### src/rtl/id_pkg.sv
// Shared decode definitions for the MAS16 id_pipe_stage: opcodes, selType encodings and the decode bundle.
// The bundle's field widths follow ID_REG_AW / ID_IMM_W, which are also the stage's default parameters.
package id_pkg;

  localparam int ID_REG_AW = 2;
  localparam int ID_IMM_W  = 8;

  localparam logic [3:0] OP_ADC = 4'h0;
  localparam logic [3:0] OP_LD  = 4'h8;
  localparam logic [3:0] OP_ST  = 4'h9;
  localparam logic [3:0] OP_SET = 4'hA;
  localparam logic [3:0] OP_LTC = 4'hD;
  localparam logic [3:0] OP_CBZ = 4'hE;
  localparam logic [3:0] OP_JMP = 4'hF;

  typedef enum logic [1:0] {
    SEL_ARITH = 2'd0,
    SEL_LOGIC = 2'd1,
    SEL_MEM   = 2'd2,
    SEL_CTRL  = 2'd3
  } sel_type_e;

  typedef struct packed {
    logic [ID_REG_AW-1:0] rd;
    logic [ID_REG_AW-1:0] ra;
    logic [ID_REG_AW-1:0] rb;
    logic [ID_IMM_W-1:0]  c;
    sel_type_e            sel_type;
    logic [1:0]           sel_op;
    logic                 sel_b;
    logic                 jsel;
    logic                 memwen;
    logic                 rfen;
  } decode_t;

  // Second operand comes from the immediate rather than rb for these opcodes.
  function automatic logic uses_imm(input logic [3:0] op);
    return op inside {OP_ADC, OP_LD, OP_ST, OP_SET, OP_LTC, OP_CBZ, OP_JMP};
  endfunction

  function automatic logic writes_rf(input logic [3:0] op);
    return !(op inside {OP_ST, OP_CBZ, OP_JMP});
  endfunction

  function automatic logic reads_ra(input logic [3:0] op);
    return !(op inside {OP_SET, OP_JMP});
  endfunction

endpackage

### src/rtl/id_scoreboard.sv
// Pending-writeback scoreboard: one busy bit per register, set at issue and cleared at writeback.
// A set and a clear of the same register in one cycle leave the bit set.
module id_scoreboard #(
  parameter int REG_AW = 2
) (
  input  logic                 clk,
  input  logic                 rst,
  input  logic                 set_en,
  input  logic [REG_AW-1:0]    set_idx,
  input  logic                 clr_en,
  input  logic [REG_AW-1:0]    clr_idx,
  output logic [2**REG_AW-1:0] busy
);

  localparam int NREG = 2**REG_AW;

  logic [NREG-1:0] busy_next;

  always_comb begin
    busy_next = busy;
    for (int i = 0; i < NREG; i++) begin
      if (set_en && (set_idx == REG_AW'(i))) begin
        busy_next[i] = 1'b1;
      end else if (clr_en && (clr_idx == REG_AW'(i))) begin
        busy_next[i] = 1'b0;
      end
    end
  end

  always_ff @(posedge clk) begin
    if (rst) begin
      busy <= '0;
    end else begin
      busy <= busy_next;
    end
  end

endmodule

### src/rtl/id_pipe_stage.sv
// Registered MAS16 instruction-decode stage with valid/ready handshake and flush.
// Define ID_SCOREBOARD_EN to build the RAW/WAW scoreboard; otherwise the wb_* ports are ignored.
module id_pipe_stage
  import id_pkg::*;
#(
  parameter int INSTR_W = 16,
  parameter int OPC_W   = 4,
  parameter int REG_AW  = ID_REG_AW,
  parameter int IMM_W   = ID_IMM_W
) (
  input  logic               clk,
  input  logic               rst,
  input  logic               in_valid,
  output logic               in_ready,
  input  logic [INSTR_W-1:0] instr,
  input  logic               flush,
  output logic               out_valid,
  input  logic               out_ready,
  output logic [REG_AW-1:0]  rd,
  output logic [REG_AW-1:0]  ra,
  output logic [REG_AW-1:0]  rb,
  output logic [IMM_W-1:0]   c,
  output logic [1:0]         selType,
  output logic [1:0]         selOp,
  output logic               selB,
  output logic               jsel,
  output logic               memwen,
  output logic               rfen,
  input  logic               wb_valid,
  input  logic [REG_AW-1:0]  wb_rd,
  inout  wire                dvdd,
  inout  wire                dgnd
);

  localparam int RD_LSB = INSTR_W - OPC_W - REG_AW;
  localparam int RA_LSB = RD_LSB - REG_AW;

  logic [3:0] op;
  decode_t    dec;
  decode_t    held;
  logic       held_valid;
  logic       hazard;
  logic       accept;
  logic       issue;

  always_comb begin
    op           = instr[INSTR_W-1 -: 4];
    dec          = '0;
    dec.rd       = instr[RD_LSB +: REG_AW];
    dec.ra       = instr[RA_LSB +: REG_AW];
    dec.rb       = instr[REG_AW-1:0];
    dec.c        = instr[IMM_W-1:0];
    dec.sel_type = sel_type_e'(op[3:2]);
    dec.sel_op   = op[1:0];
    dec.sel_b    = uses_imm(op);
    dec.memwen   = (op == OP_ST);
    dec.rfen     = writes_rf(op);
    dec.jsel     = (op == OP_JMP);
  end

`ifdef ID_SCOREBOARD_EN
  logic [2**REG_AW-1:0] sb_busy;
  logic [2**REG_AW-1:0] busy;

  id_scoreboard #(
    .REG_AW (REG_AW)
  ) u_scoreboard (
    .clk     (clk),
    .rst     (rst),
    .set_en  (issue && held.rfen),
    .set_idx (held.rd),
    .clr_en  (wb_valid),
    .clr_idx (wb_rd),
    .busy    (sb_busy)
  );

  // The held, not-yet-issued destination counts as busy so WAW/RAW cannot slip past it.
  always_comb begin
    busy = sb_busy;
    if (held_valid && held.rfen) begin
      busy[held.rd] = 1'b1;
    end
    hazard = (reads_ra(op) && busy[dec.ra])
          || (!dec.sel_b && busy[dec.rb])
          || (dec.rfen && busy[dec.rd]);
  end
`else
  logic unused_wb;
  assign hazard    = 1'b0;
  assign unused_wb = &{1'b0, wb_valid, wb_rd};
`endif

  logic unused_supply;
  assign unused_supply = &{1'b0, dvdd, dgnd};

  assign in_ready = !rst && !flush && !hazard && (!held_valid || out_ready);
  assign accept   = in_valid && in_ready;
  assign issue    = held_valid && out_ready && !flush;

  // Accept can replace an instruction issuing in the same cycle; flush always wins.
  always_ff @(posedge clk) begin
    if (rst) begin
      held_valid <= 1'b0;
      held       <= '0;
    end else if (flush) begin
      held_valid <= 1'b0;
    end else if (accept) begin
      held_valid <= 1'b1;
      held       <= dec;
    end else if (issue) begin
      held_valid <= 1'b0;
    end
  end

  assign out_valid = held_valid;
  assign rd        = held.rd;
  assign ra        = held.ra;
  assign rb        = held.rb;
  assign c         = held.c;
  assign selType   = held.sel_type;
  assign selOp     = held.sel_op;
  assign selB      = held.sel_b;
  assign jsel      = held.jsel;
  assign memwen    = held.memwen;
  assign rfen      = held.rfen;

endmodule

### config.mk
export PLATFORM = sky130hd
export DESIGN_NAME = id_pipe_stage
export DESIGN_NICKNAME = d
export VERILOG_FILES = /design/src/rtl/id_pkg.sv /design/src/rtl/id_scoreboard.sv /design/src/rtl/id_pipe_stage.sv
export SDC_FILE = /design/constraint.sdc
export NUM_CORES = 1
export LEC_CHECK = 0
export ABC_AREA = 1
export CAP_MARGIN = 10
export CORE_UTILIZATION = 34
export CTS_CLUSTER_DIAMETER = 60
export DETAILED_ROUTE_END_ITERATION = 10
export GPL_ROUTABILITY_DRIVEN = 0
export PLACE_DENSITY = 0.75
export REMOVE_ABC_BUFFERS = 1
export SYNTH_ARGS = -nofsm -noshare
export SYNTH_HDL_FRONTEND = slang
export SYNTH_SLANG_ARGS = --single-unit
### constraint.sdc
create_clock -name clk -period 0.9 [get_ports clk]
set_input_delay 0.27 -clock clk [delete_from_list [all_inputs] [get_ports clk]]
set_output_delay 0.27 -clock clk [all_outputs]
set_load 0.05 [all_outputs]
==> results.ini, run 1 <==
[status]
status = complete, but fails checks
violations = setup timing

[clock_tree]
cts_tree = yes
root_buffer = clkbuf_4
clock_latency_ps = 320
hold_buffers = 0
htree_levels = 1
cts.sinks = 21
clockBufferDepth = 2
path_clk_slew_ps = 120
numCtsBuffers = 3

[route]
dr_wl_met3_um = 238
first_pass_iters = 4
vias = 989
vias_per_cell = 4.848
first_iter_violations = 21
wl_met1_um = 1069
wl_met2_um = 1641
wl_per_cell_um = 14.67
drc = 0
top_layer_used = met4
drt_wl_total_um = 2992
ant_nets = 0

[worst_setup_path]
crit_path_end_kind = output port
reg2reg_from = out_valid$_SDFFE_PP0P_
cp-startpoint = out_valid$_SDFFE_PP0P_
crit_family = flip-flops
cp_common_cell = nand2_2
cp_cell_sequence = nand2_2 > nand2_2 > inv_2 > buf_12
cp_slowest_cell = dfxtp_2
required_ps = 630
cpPeakStageDelay_ps = 340
cp_num_buf_inv = 2
cp_max_fo = 2
cp_data_arrival_time_ps = 960
criticalPathCategory = register to output port
cp-start-kind = register

[placed_design]
placedCellCount = 189
io_buffers = 44
dp_hpwl_um = 1914

[sta]
slew_violations = 0
finalHoldViolations = 0
fin_crit_ps = 1234
unconstrained_endpoints = 2
fmax_ghz = 0.8102
hold_ws_ps = 327.6
rsz0062_at_grt = true
skew_ps = 2.000
setup_violations = 44
setup_tns_ps = -10570
fin_ws_ps = -334.2
maxSlewHeadroom_pct = 79.63
period_share_pct = 137.1
worst_pin_slew_ps = 305.6

[global_route]
grt_pass1_vias = 1031
grt_first_pass_wirelength_um = 4567
grt_max_degree = 22
antenna_found_initial = 0
gr-total-overflow = 0
track_usage_pct = 22.66

[die]
start_util_pct = 36.16
core-area_um2 = 2477
top_level_ports = 50
die-width_um = 53.33
dieHeight_um = 53.33
rows = 18
die_area_um2 = 2844

[flow_run]
maxCapViolCount = 0

[logic_synthesis]
synth-seq-cells = 21
yosys_warnings = 0
syn-instance-count = 111
synth.area.top_cells = dfxtp_1 47%, nand2_1 13%, a21oi_2 9.8%
synth-seq-area-share_pct = 46.93
avgSynthCellArea_um2 = 8.071
netlist.area_leader.share_pct = 46.93
synth_area_leader_cell = dfxtp_1
synth.cell_area_um2 = 895.9
synth.distinct_cells = 18

[finish]
final_common_cell = buf_12
layout_common_cells = 27 x buf_12, 21 x nand2_1, 17 x dfxtp_2
fin_nets = 201
finalNonFillerCells = 204
drive_gt1_share_pct = 63.22
antenna_cells = 0
fin_util_pct = 79.14
syn_to_final_growth_pct = 118.9

[pwr]
peakVddDrop_mv = 1.297
p_per_area_nw_per_um2 = 1065
p_leak_nw = 0.8090
power.total_mw = 2.089

[min_path]
min_from = flush
worstHoldPathType = input pin to register

## registers in the layout (all words and copies together), names as in the netlist
register	flops
selB	1
memwen	1
selOp	2
out_valid	1
jsel	1
ra	2
rfen	1
rd	2
rb	1
selType	2
c	7
## kinds of logic after synthesis
group | synth area share, %
AO/OA/AOI/OAI | 15.92
buffers and inverters | 7.540
flip-flops | 46.93
AND/OR/NAND/NOR | 29.61
## final timing paths
path	slack (ps)	depth (start not counted)	to
worst max-delay path	-330	4	in_ready
worst min-delay path	330	2	out_valid$_SDFFE_PP0P_
worst max register to register	-320	7	rb[0]$_SDFFE_PP0P_
worst min register to register	500	2	selOp[1]$_SDFFE_PP0P_
## worst register-to-register path, delay by kind of cell (launching register included)
kind	cells	cell delay, ps
AOI/OAI and AO/OA	1	70
and+or+nand+nor	3	260
buffers and inverters	3	420
DFF	1	340
## report_power, final
group          internal (mW)  leakage (nW)  switching, mW
Combinational          0.318         0.612          0.304
Clock                  0.174        0.0150          0.303
Sequential             0.956         0.182         0.0339
Total                   1.45         0.809          0.641
## final cells by class
cell class,instances,area (um2)
Timing Repair Buffer,66,923.4
Inverter,6,30.03
Tap cell,30,37.54
Clock buffer,4,26.28
Fill cell,141,516.7
Multi-Input combinational cell,77,486.7
Sequential cell,21,456.7
## cells in the mapped netlist (all sizes together)
cell type,instances
a21oi,20
buf,6
clkbuf,1
clkinv,1
dfxtp,21
inv,5
nand2,40
nand3,6
nor2,8
nor3,2
o21ai,1
## repair_timing
action	in CTS	in global routing
gates cloned	1	0
pin swaps	4	0
buffers inserted	5	5
setup endpoints to repair	45	44
resized for setup	53	10
## per-stage QoR
step,cell area [um2],setup slack [ps]
2_1_floorplan,852.1,-675.3
3_3_place_gp,1678,-629.2
3_5_place_dp,1678,-683.0
4_1_cts,1892,-324.8
5_1_grt,1961,-393.9
6_report,1961,-334.2
## per-layer routing
layer,vias to the layer above,GRT usage [%]
met3,4,6.034
met2,43,41.46
met1,464,23.83
met5,-,0
met4,0,9.649
li1,478,-
(Power assumes the default switching activity.)
==> run 2, diff against run 1 <==
CAP_MARGIN = not set   (was 10)
==> results of run 2 <==
No change in the layout: final DEF, timing and power equal those of run 1.
